## config.mk

```make
export PLATFORM = sky130hd
export DESIGN_NAME = memory_arbiter
export DESIGN_NICKNAME = d
export VERILOG_FILES = /design/src/rtl/memory_arbiter.sv
export SDC_FILE = /design/constraint.sdc
export NUM_CORES = 1
export LEC_CHECK = 0
export CAP_MARGIN = 0
export CORE_AREA = 2 2 56 58
export DETAILED_ROUTE_END_ITERATION = 6
export DIE_AREA = 0 0 58 60
export PLACE_DENSITY = 0.85
export SLEW_MARGIN = 20
export SYNTH_ARGS = -nofsm -noshare
export SYNTH_HDL_FRONTEND = slang
export SYNTH_SLANG_ARGS = --single-unit
```

## constraint.sdc

```tcl
create_clock -name clk -period 5.3 [get_ports clk]
set_clock_uncertainty 0.1 [all_clocks]
set_input_delay 0.795 -clock clk [delete_from_list [all_inputs] [get_ports clk]]
set_output_delay 0.795 -clock clk [all_outputs]
set_load 0.05 [all_outputs]
```

## src/rtl/memory_arbiter.sv

```systemverilog
// -----------------------------------------------------------------------------
// memory_arbiter
//   Shares one single-port memory bank between two requesters (r0, r1).
//   Round-robin arbitration every cycle, with an optional lock so that one
//   requester can keep ownership across an atomic multi-cycle sequence such as
//   a read-modify-write. Drives the bank's w_en/addr/d_in and registers the
//   bank's combinational d_out into per-requester read data.
//
// Ports
//   clk, rst_n              clock (posedge) and asynchronous active-low reset
//   i_rN_req                requester N has an access this cycle
//   i_rN_we                 1 = write, 0 = read
//   i_rN_lock               keep ownership after this grant
//   i_rN_addr, i_rN_wdata   access address and write data
//   o_rN_gnt                combinational grant, access completes at the next posedge
//   o_rN_rvalid             registered one-cycle read-data-valid pulse
//   o_rN_rdata              registered read data, holds until the next read completes
//   o_mem_w_en/addr/d_in    to the memory bank
//   i_mem_d_out             from the memory bank (combinational read)
// -----------------------------------------------------------------------------
module memory_arbiter #(
    parameter int word_size = 8,
    parameter int addr_size = 4
) (
    input  logic                 clk,
    input  logic                 rst_n,

    input  logic                 i_r0_req,
    input  logic                 i_r0_we,
    input  logic                 i_r0_lock,
    input  logic [addr_size-1:0] i_r0_addr,
    input  logic [word_size-1:0] i_r0_wdata,
    output logic                 o_r0_gnt,
    output logic                 o_r0_rvalid,
    output logic [word_size-1:0] o_r0_rdata,

    input  logic                 i_r1_req,
    input  logic                 i_r1_we,
    input  logic                 i_r1_lock,
    input  logic [addr_size-1:0] i_r1_addr,
    input  logic [word_size-1:0] i_r1_wdata,
    output logic                 o_r1_gnt,
    output logic                 o_r1_rvalid,
    output logic [word_size-1:0] o_r1_rdata,

    output logic                 o_mem_w_en,
    output logic [addr_size-1:0] o_mem_addr,
    output logic [word_size-1:0] o_mem_d_in,
    input  logic [word_size-1:0] i_mem_d_out
);

    typedef enum logic [1:0] {
        OPEN  = 2'd0,
        LOCK0 = 2'd1,
        LOCK1 = 2'd2
    } state_t;

    state_t                 r_state;
    state_t                 w_nextState;
    logic                   r_prio;
    logic                   w_nextPrio;
    logic                   w_gnt0;
    logic                   w_gnt1;
    logic                   r_rvalid0;
    logic                   r_rvalid1;
    logic [word_size-1:0]   r_rdata0;
    logic [word_size-1:0]   r_rdata1;

    // State and round-robin pointer registers.
    always_ff @(posedge clk or negedge rst_n) begin
        if (!rst_n) begin
            r_state <= OPEN;
            r_prio  <= 1'b0;
        end else begin
            r_state <= w_nextState;
            r_prio  <= w_nextPrio;
        end
    end

    // Grant decision. A locked owner is the only candidate; the other side
    // waits even if the round-robin pointer favours it.
    always_comb begin
        w_gnt0 = 1'b0;
        w_gnt1 = 1'b0;
        case (r_state)
            OPEN: begin
                if (i_r0_req && i_r1_req) begin
                    w_gnt0 = ~r_prio;
                    w_gnt1 = r_prio;
                end else if (i_r0_req) begin
                    w_gnt0 = 1'b1;
                end else if (i_r1_req) begin
                    w_gnt1 = 1'b1;
                end
            end
            LOCK0:   w_gnt0 = i_r0_req;
            LOCK1:   w_gnt1 = i_r1_req;
            default: begin
                w_gnt0 = 1'b0;
                w_gnt1 = 1'b0;
            end
        endcase
    end

    // Next state and pointer. The pointer moves on every grant made while
    // open and on the releasing grant of a lock; it holds while a lock
    // continues and on idle cycles. Lock inputs are only looked at when granted.
    always_comb begin
        w_nextState = r_state;
        w_nextPrio  = r_prio;
        if (w_gnt0) begin
            if (r_state == OPEN || !i_r0_lock) begin
                w_nextPrio = 1'b1;
            end
            w_nextState = i_r0_lock ? LOCK0 : OPEN;
        end else if (w_gnt1) begin
            if (r_state == OPEN || !i_r1_lock) begin
                w_nextPrio = 1'b0;
            end
            w_nextState = i_r1_lock ? LOCK1 : OPEN;
        end
    end

    // Bank drive: the mux is steered by the grants alone, so inputs of a
    // port that is not granted can never leak onto the bank.
    always_comb begin
        o_mem_w_en = 1'b0;
        o_mem_addr = '0;
        o_mem_d_in = '0;
        if (w_gnt0) begin
            o_mem_w_en = i_r0_we;
            o_mem_addr = i_r0_addr;
            o_mem_d_in = i_r0_wdata;
        end else if (w_gnt1) begin
            o_mem_w_en = i_r1_we;
            o_mem_addr = i_r1_addr;
            o_mem_d_in = i_r1_wdata;
        end
    end

    // Read responses: capture the bank output at the end of a read grant.
    always_ff @(posedge clk or negedge rst_n) begin
        if (!rst_n) begin
            r_rvalid0 <= 1'b0;
            r_rvalid1 <= 1'b0;
            r_rdata0  <= '0;
            r_rdata1  <= '0;
        end else begin
            r_rvalid0 <= w_gnt0 & ~i_r0_we;
            r_rvalid1 <= w_gnt1 & ~i_r1_we;
            if (w_gnt0 && !i_r0_we) begin
                r_rdata0 <= i_mem_d_out;
            end
            if (w_gnt1 && !i_r1_we) begin
                r_rdata1 <= i_mem_d_out;
            end
        end
    end

    assign o_r0_gnt    = w_gnt0;
    assign o_r1_gnt    = w_gnt1;
    assign o_r0_rvalid = r_rvalid0;
    assign o_r1_rvalid = r_rvalid1;
    assign o_r0_rdata  = r_rdata0;
    assign o_r1_rdata  = r_rdata1;

endmodule
```

==> results.py, run 1 <==
metrics = {
    "run_status": {
        "status": "complete, no violations",
    },
    "hold_path": {
        "min_path_type": "register to register",
    },
    "clocking": {
        "clock_path_buffers": 2,
        "cts_resized": 0,
        "cts_sinks": 21,
        "htreeDepth": 1,
        "cts_hold_buf": 0,
        "worstSkewPairLatency_ns": 0.28,
        "tritoncts.num_buffers": 3,
        "cts_tree": "yes",
        "clk_pin_slew_ns": 0.11,
        "cts-root-buf": "clkbuf_4",
        "postCtsSetupBuffers": 0,
    },
    "power": {
        "comb_power_share": 0.684,
        "power_frac_seq": 0.252,
        "p_leak_nw": 0.7259,
        "power.density_nw_per_um2": 638.4,
        "swShare": 0.5078,
        "internal-power_uw": 547.7,
        "clock_power_share": 0.065,
        "switchingPower_uw": 564.9,
        "ir_worst_vdd_uv": 404.7,
    },
    "finish": {
        "area_growth_pct": 77.00,
        "instances_no_fill": 180,
        "nNetsFinal": 188,
        "fillers": 257,
        "final_common_cell": "clkdlybuf4s50_1",
        "drive_above_1_share": 0.1633,
        "n_antenna_cell": 0,
        "layout_common_cells": "clkdlybuf4s50_1 (72), dfrtp_1 (21), a22o_1 (14)",
    },
    "route": {
        "wirelength_um": 2561,
        "routedWlPerCell_um": 14.23,
        "ant_nets": 0,
        "post-route-drc-count": 0,
        "vias": 881,
        "avgViaCountPerCell": 4.894,
        "first_pass_iters": 2,
        "drt_iter0_markers": 48,
    },
    "global_routing": {
        "grt_pass1_vias": 912,
        "grt_max_degree": 22,
        "antenna_found_initial": 0,
        "grt_use_total": 0.1547,
        "grt_first_pass_wirelength_um": 4140,
        "overflow": 0,
    },
    "synth": {
        "netlist_instances": 74,
        "synth.cell_area_um2": 984.7,
        "ys_ff_latch": 21,
        "postSynthAreaPerCell_um2": 13.31,
        "ys_seq_area_frac": 0.5337,
        "synth_nets": 114,
        "synth.distinct_cells": 21,
        "yosys_warnings": 0,
    },
    "sta": {
        "finalHoldViolations": 0,
        "worst_slew_pin_slew_ns": 0.8770,
        "setup_viol": 0,
        "rsz0062_at_grt": "no",
        "max_freq_ghz": 0.2506,
        "layout_min_cycle_time_ns": 3.991,
        "fin_ws_ns": 1.309,
        "fin_crit_sh": 0.7530,
        "relSlewSlack": 0.4135,
        "drv_slew": 0,
        "fin_setup_tns_ns": 0,
    },
    "worst_setup_path": {
        "crit_required_ns": 4.41,
        "critPathMaxStageDelay_ns": 0.81,
        "path_max_fanout": 16,
        "startpoint_type": "primary input",
        "cp.arrival_ns": 3.10,
        "critical_path.cell_chain": "clkdlybuf4s50_1, nor2b_1, a21oi_2, a22o_1, clkdlybuf4s50_1",
        "slowest_stage": "clkdlybuf4s50_1",
        "setup.worst_path.end_class": "output port",
        "cpMostUsedCell": "clkdlybuf4s50_1",
        "critical_path_class": "primary input to output port",
        "cpLargestDelayFamily": "buffers and inverters",
        "crit_buf_inv": 2,
    },
    "job": {
        "drv_cap": 0,
    },
    "floorplan": {
        "ios": 73,
        "die_w_um": 58,
        "start_util": 0.3392,
        "dieArea_um2": 3480,
        "fp-row-count": 20,
        "core_region_area_um2": 2903,
        "fp.dieH_um": 60,
    },
    "placed_design": {
        "dp_cells": 176,
        "gp_congestion": 0.7237,
        "hpwl_um": 2131,
        "io_buffer_count": 72,
        "pre_cts_ws_ns": 1.295,
    },
}
path summary, 6_finish.rpt:
path                                 end  slack (ns)  cells after the start     startpoint
max                        o_mem_d_in[6]        1.31                      5       i_r1_req
min                        o_r1_rdata[0]        0.40                      1  o_r1_rdata[0]
max reg2reg                o_r1_rdata[2]        3.69                      4     r_state[1]
min reg2reg                o_r1_rdata[0]        0.40                      1  o_r1_rdata[0]
max in group asynchronous     r_state[1]        3.67                      1          rst_n
min in group asynchronous  o_r1_rdata[5]        0.89                      1          rst_n
cell families (layout without fill, tap and decap cells):
kind of cell           count (synthesis)  in the layout  share of synthesized area
AOI/OAI and AO/OA                     17             17                     0.1487
buffers and inverters                  7             80                    0.04701
DFF                                   21             21                     0.5337
muxes                                 17             17                     0.1931
and+or+nand+nor                       12             12                    0.07752
metrics by stage:
step,hold slack [ns],util,area (um2),total power [mW]
2_1_floorplan,0.3994,-,984.7,0.8000
3_3_place_gp,0.3736,0.5909,1715,1.039
3_5_place_dp,0.3820,0.5909,1715,1.051
4_1_cts,0.4074,0.6004,1743,1.125
5_1_grt,0.4290,0.6004,1743,1.168
6_report,0.4021,0.6004,1743,1.113
cells in the mapped netlist:
cell | instances | area (um2)
dfrtp_1 | 21 | 525.5
a22o_1 | 14 | 122.6
mux2_2 | 13 | 146.4
nand2_1 | 4 | 15.01
mux2_1 | 3 | 33.78
inv_1 | 2 | 7.510
inv_2 | 2 | 7.510
nor3b_1 | 2 | 15.01
a21oi_2 | 1 | 8.760
a22o_2 | 1 | 10.01
and2_4 | 1 | 8.760
buf_2 | 1 | 5.000
buf_6 | 1 | 11.26
buf_8 | 1 | 15.01
mux2i_1 | 1 | 10.01
nand2_2 | 1 | 6.260
nand2b_1 | 1 | 6.260
nand3b_1 | 1 | 7.510
nor2b_1 | 1 | 6.260
o21ai_0 | 1 | 5.000
or3b_4 | 1 | 11.26
power groups by stage:
| stage | Combinational [mW] | Sequential (mW) | Clock, mW |
|---|---|---|---|
| floorplan | 0.290 | 0.510 | 0 |
| global placement | 0.758 | 0.281 | 0 |
| detailed placement | 0.766 | 0.285 | 0 |
| CTS | 0.767 | 0.281 | 0.0760 |
| global route | 0.794 | 0.290 | 0.0838 |
| finish | 0.761 | 0.280 | 0.0722 |
sequential cells by signal, indices dropped and copies added (netlist names):
register     count
o_r0_rdata       8
o_r0_rvalid      1
o_r1_rdata       8
o_r1_rvalid      1
r_prio           1
r_state          2
area by class of cell:
cell class / instances / area (um2) / area share
clock buffers: 3 / 22.52 / 0.01292
clock inverters: 1 / 5.005 / 0.002872
inverters: 4 / 15.01 / 0.008615
multi-input cells: 46 / 412.9 / 0.2369
flip-flops and latches: 21 / 525.5 / 0.3015
well taps: 33 / 41.29 / 0.02369
repair buffers: 72 / 720.7 / 0.4135
routing by layer:
metal | global-route usage | part of all wire
met1 | 0.1712 | 0.37
met2 | 0.2841 | 0.51
met3 | 0.04545 | 0.12
met4 | 0.04983 | 0.0047
met5 | 0 | 0
No activity file was read; power rests on OpenSTA's default activity.
==> inputs of run 2 (changes only) <==
Settings changed: CORE_AREA 2 2 56 58 to 2 2 61 63, DIE_AREA 0 0 58 60 to 0 0 63 65, PLACE_DENSITY 0.85 to 0.76.
Clock period 5.3 ns to 3.6 ns, I/O delays scaled along.
==> run 2 against run 1 <==
  * Die area rose by 18%
  * Sequential power up 48%
  * Critical endpoint is now o_r0_gnt
  * Critical path depth fell by 1
  * Final area is 0.79% lower
  * Wire length increased by 4.7%
  * First-iteration DRC count down 85%
  * Hold slack lost 0.0038 ns
  * Combinational power rose by 46%
  * Cell count grew 8.3%
  * Clock-buffer cell count is the same
==> results.py, run 2 (synthesized netlist as in run 1, its figures left out) <==
metrics = {
    "global_routing": {
        "grt_pass1_vias": 1016,
        "gr-max-usage-layer": "met2",
        "grt_use_total": 0.1367,
        "overflow": 0,
        "grt_max_degree": 22,
        "grt_util_met3": 0.06076,
        "grt_first_pass_wirelength_um": 4450,
        "grtUsageMet2": 0.2460,
        "antenna_found_initial": 0,
        "grtUsageMet1": 0.1394,
    },
    "sta": {
        "relSlewSlack": 0.3809,
        "fin_crit_sh": 0.9232,
        "holdWs_ns": 0.3983,
        "finalHoldViolations": 0,
        "drv_slew": 0,
        "layout_min_cycle_time_ns": 3.323,
        "worst_slew_pin_slew_ns": 0.9258,
        "rsz0062_at_grt": "no",
        "max_freq_ghz": 0.3009,
        "fin_setup_tns_ns": 0,
        "setup_viol": 0,
        "fin_ws_ns": 0.2766,
    },
    "worst_setup_path": {
        "setup.worst_path.end_class": "output port",
        "startpoint_type": "primary input",
        "path_max_fanout": 16,
        "crit_required_ns": 2.96,
        "cp.arrival_ns": 2.68,
        "critical_path_class": "primary input to output port",
    },
    "clocking": {
        "cts_resized": 0,
        "cts_hold_buf": 0,
        "htreeDepth": 1,
        "worstSkewPairLatency_ns": 0.29,
        "postCtsSetupBuffers": 0,
        "tritoncts.num_buffers": 3,
        "clock_path_buffers": 2,
        "clk_pin_slew_ns": 0.11,
        "cts_sinks": 21,
        "cts_tree": "yes",
        "cts-root-buf": "clkbuf_4",
    },
    "placed_design": {
        "hpwl_um": 2197,
        "dp_cells": 191,
        "place_area_um2": 1702,
        "io_buffer_count": 72,
        "pre_cts_ws_ns": 0.2696,
        "gp_congestion": 0.8041,
    },
    "hold_path": {
        "min_path_type": "register to register",
    },
    "finish": {
        "area_growth_pct": 75.60,
        "n_antenna_cell": 0,
        "final_common_cell": "clkdlybuf4s50_1",
        "utilization": 0.4946,
        "drive_above_1_share": 0.2517,
        "stdcell_area_um2": 1729,
        "layout_common_cells": "clkdlybuf4s50_1 (59), dfrtp_1 (21), a22o_1 (14)",
        "nNetsFinal": 188,
        "instances_no_fill": 195,
    },
    "job": {
        "drv_cap": 0,
    },
    "floorplan": {
        "fp.dieH_um": 65,
        "ios": 73,
        "fp-row-count": 22,
        "core_region_area_um2": 3496,
        "start_util": 0.2817,
        "die_w_um": 63,
        "dieArea_um2": 4095,
    },
    "route": {
        "routedWlPerCell_um": 13.75,
        "ant_nets": 0,
        "vias": 919,
        "drt_iter0_markers": 7,
        "wirelength_um": 2682,
        "avgViaCountPerCell": 4.713,
        "post-route-drc-count": 0,
        "first_pass_iters": 4,
    },
    "run_status": {
        "status": "complete, no violations",
    },
    "power": {
        "power.total_mw": 1.629,
        "p_leak_nw": 0.7448,
        "power.density_nw_per_um2": 941.9,
        "ir_worst_vdd_uv": 324.5,
    },
}
## run 2: routing by layer
layer	vias up	wire (um)
li1	422	-
met5	-	0
met3	4	324
met1	436	1043
met2	57	1278
met4	0	35
## run 2: final cells by class
class	count	area, um2
fillers	315	1767
flip-flops and latches	21	525.5
repair buffers	72	688.2
inverters	4	15.01
multi-input cells	46	412.9
clock buffers	3	22.52
clock inverters	1	5.005
well taps	48	60.06
## run 2: final timing paths
| check | from | to | slack (ns) | depth (start not counted) |
|---|---|---|---|---|
| worst min-delay path | o_r1_rdata[1] | o_r1_rdata[1] | 0.40 | 1 |
| worst max register to register | r_state[1] | o_r1_rdata[1] | 1.95 | 4 |
| worst min register to register | o_r1_rdata[1] | o_r1_rdata[1] | 0.40 | 1 |
| min in group asynchronous | rst_n | o_r0_rdata[1] | 0.65 | 1 |
| worst max-delay path | i_r1_req | o_r0_gnt | 0.28 | 4 |
| max in group asynchronous | rst_n | o_r1_rdata[6] | 2.19 | 1 |
## run 2: report_power, final
group	switching (mW)	leakage (nW)	internal, mW
registers	0.0667	0.252	0.347
logic	0.703	0.475	0.402
clock network	0.0685	0.0177	0.0413
total	0.839	0.745	0.790
## run 2: critical path, stage by stage
cell and delay [ns]:
clkdlybuf4s50_1 0.45, nor2b_1 0.20, a21oi_2 0.56, clkdlybuf4s50_1 0.93
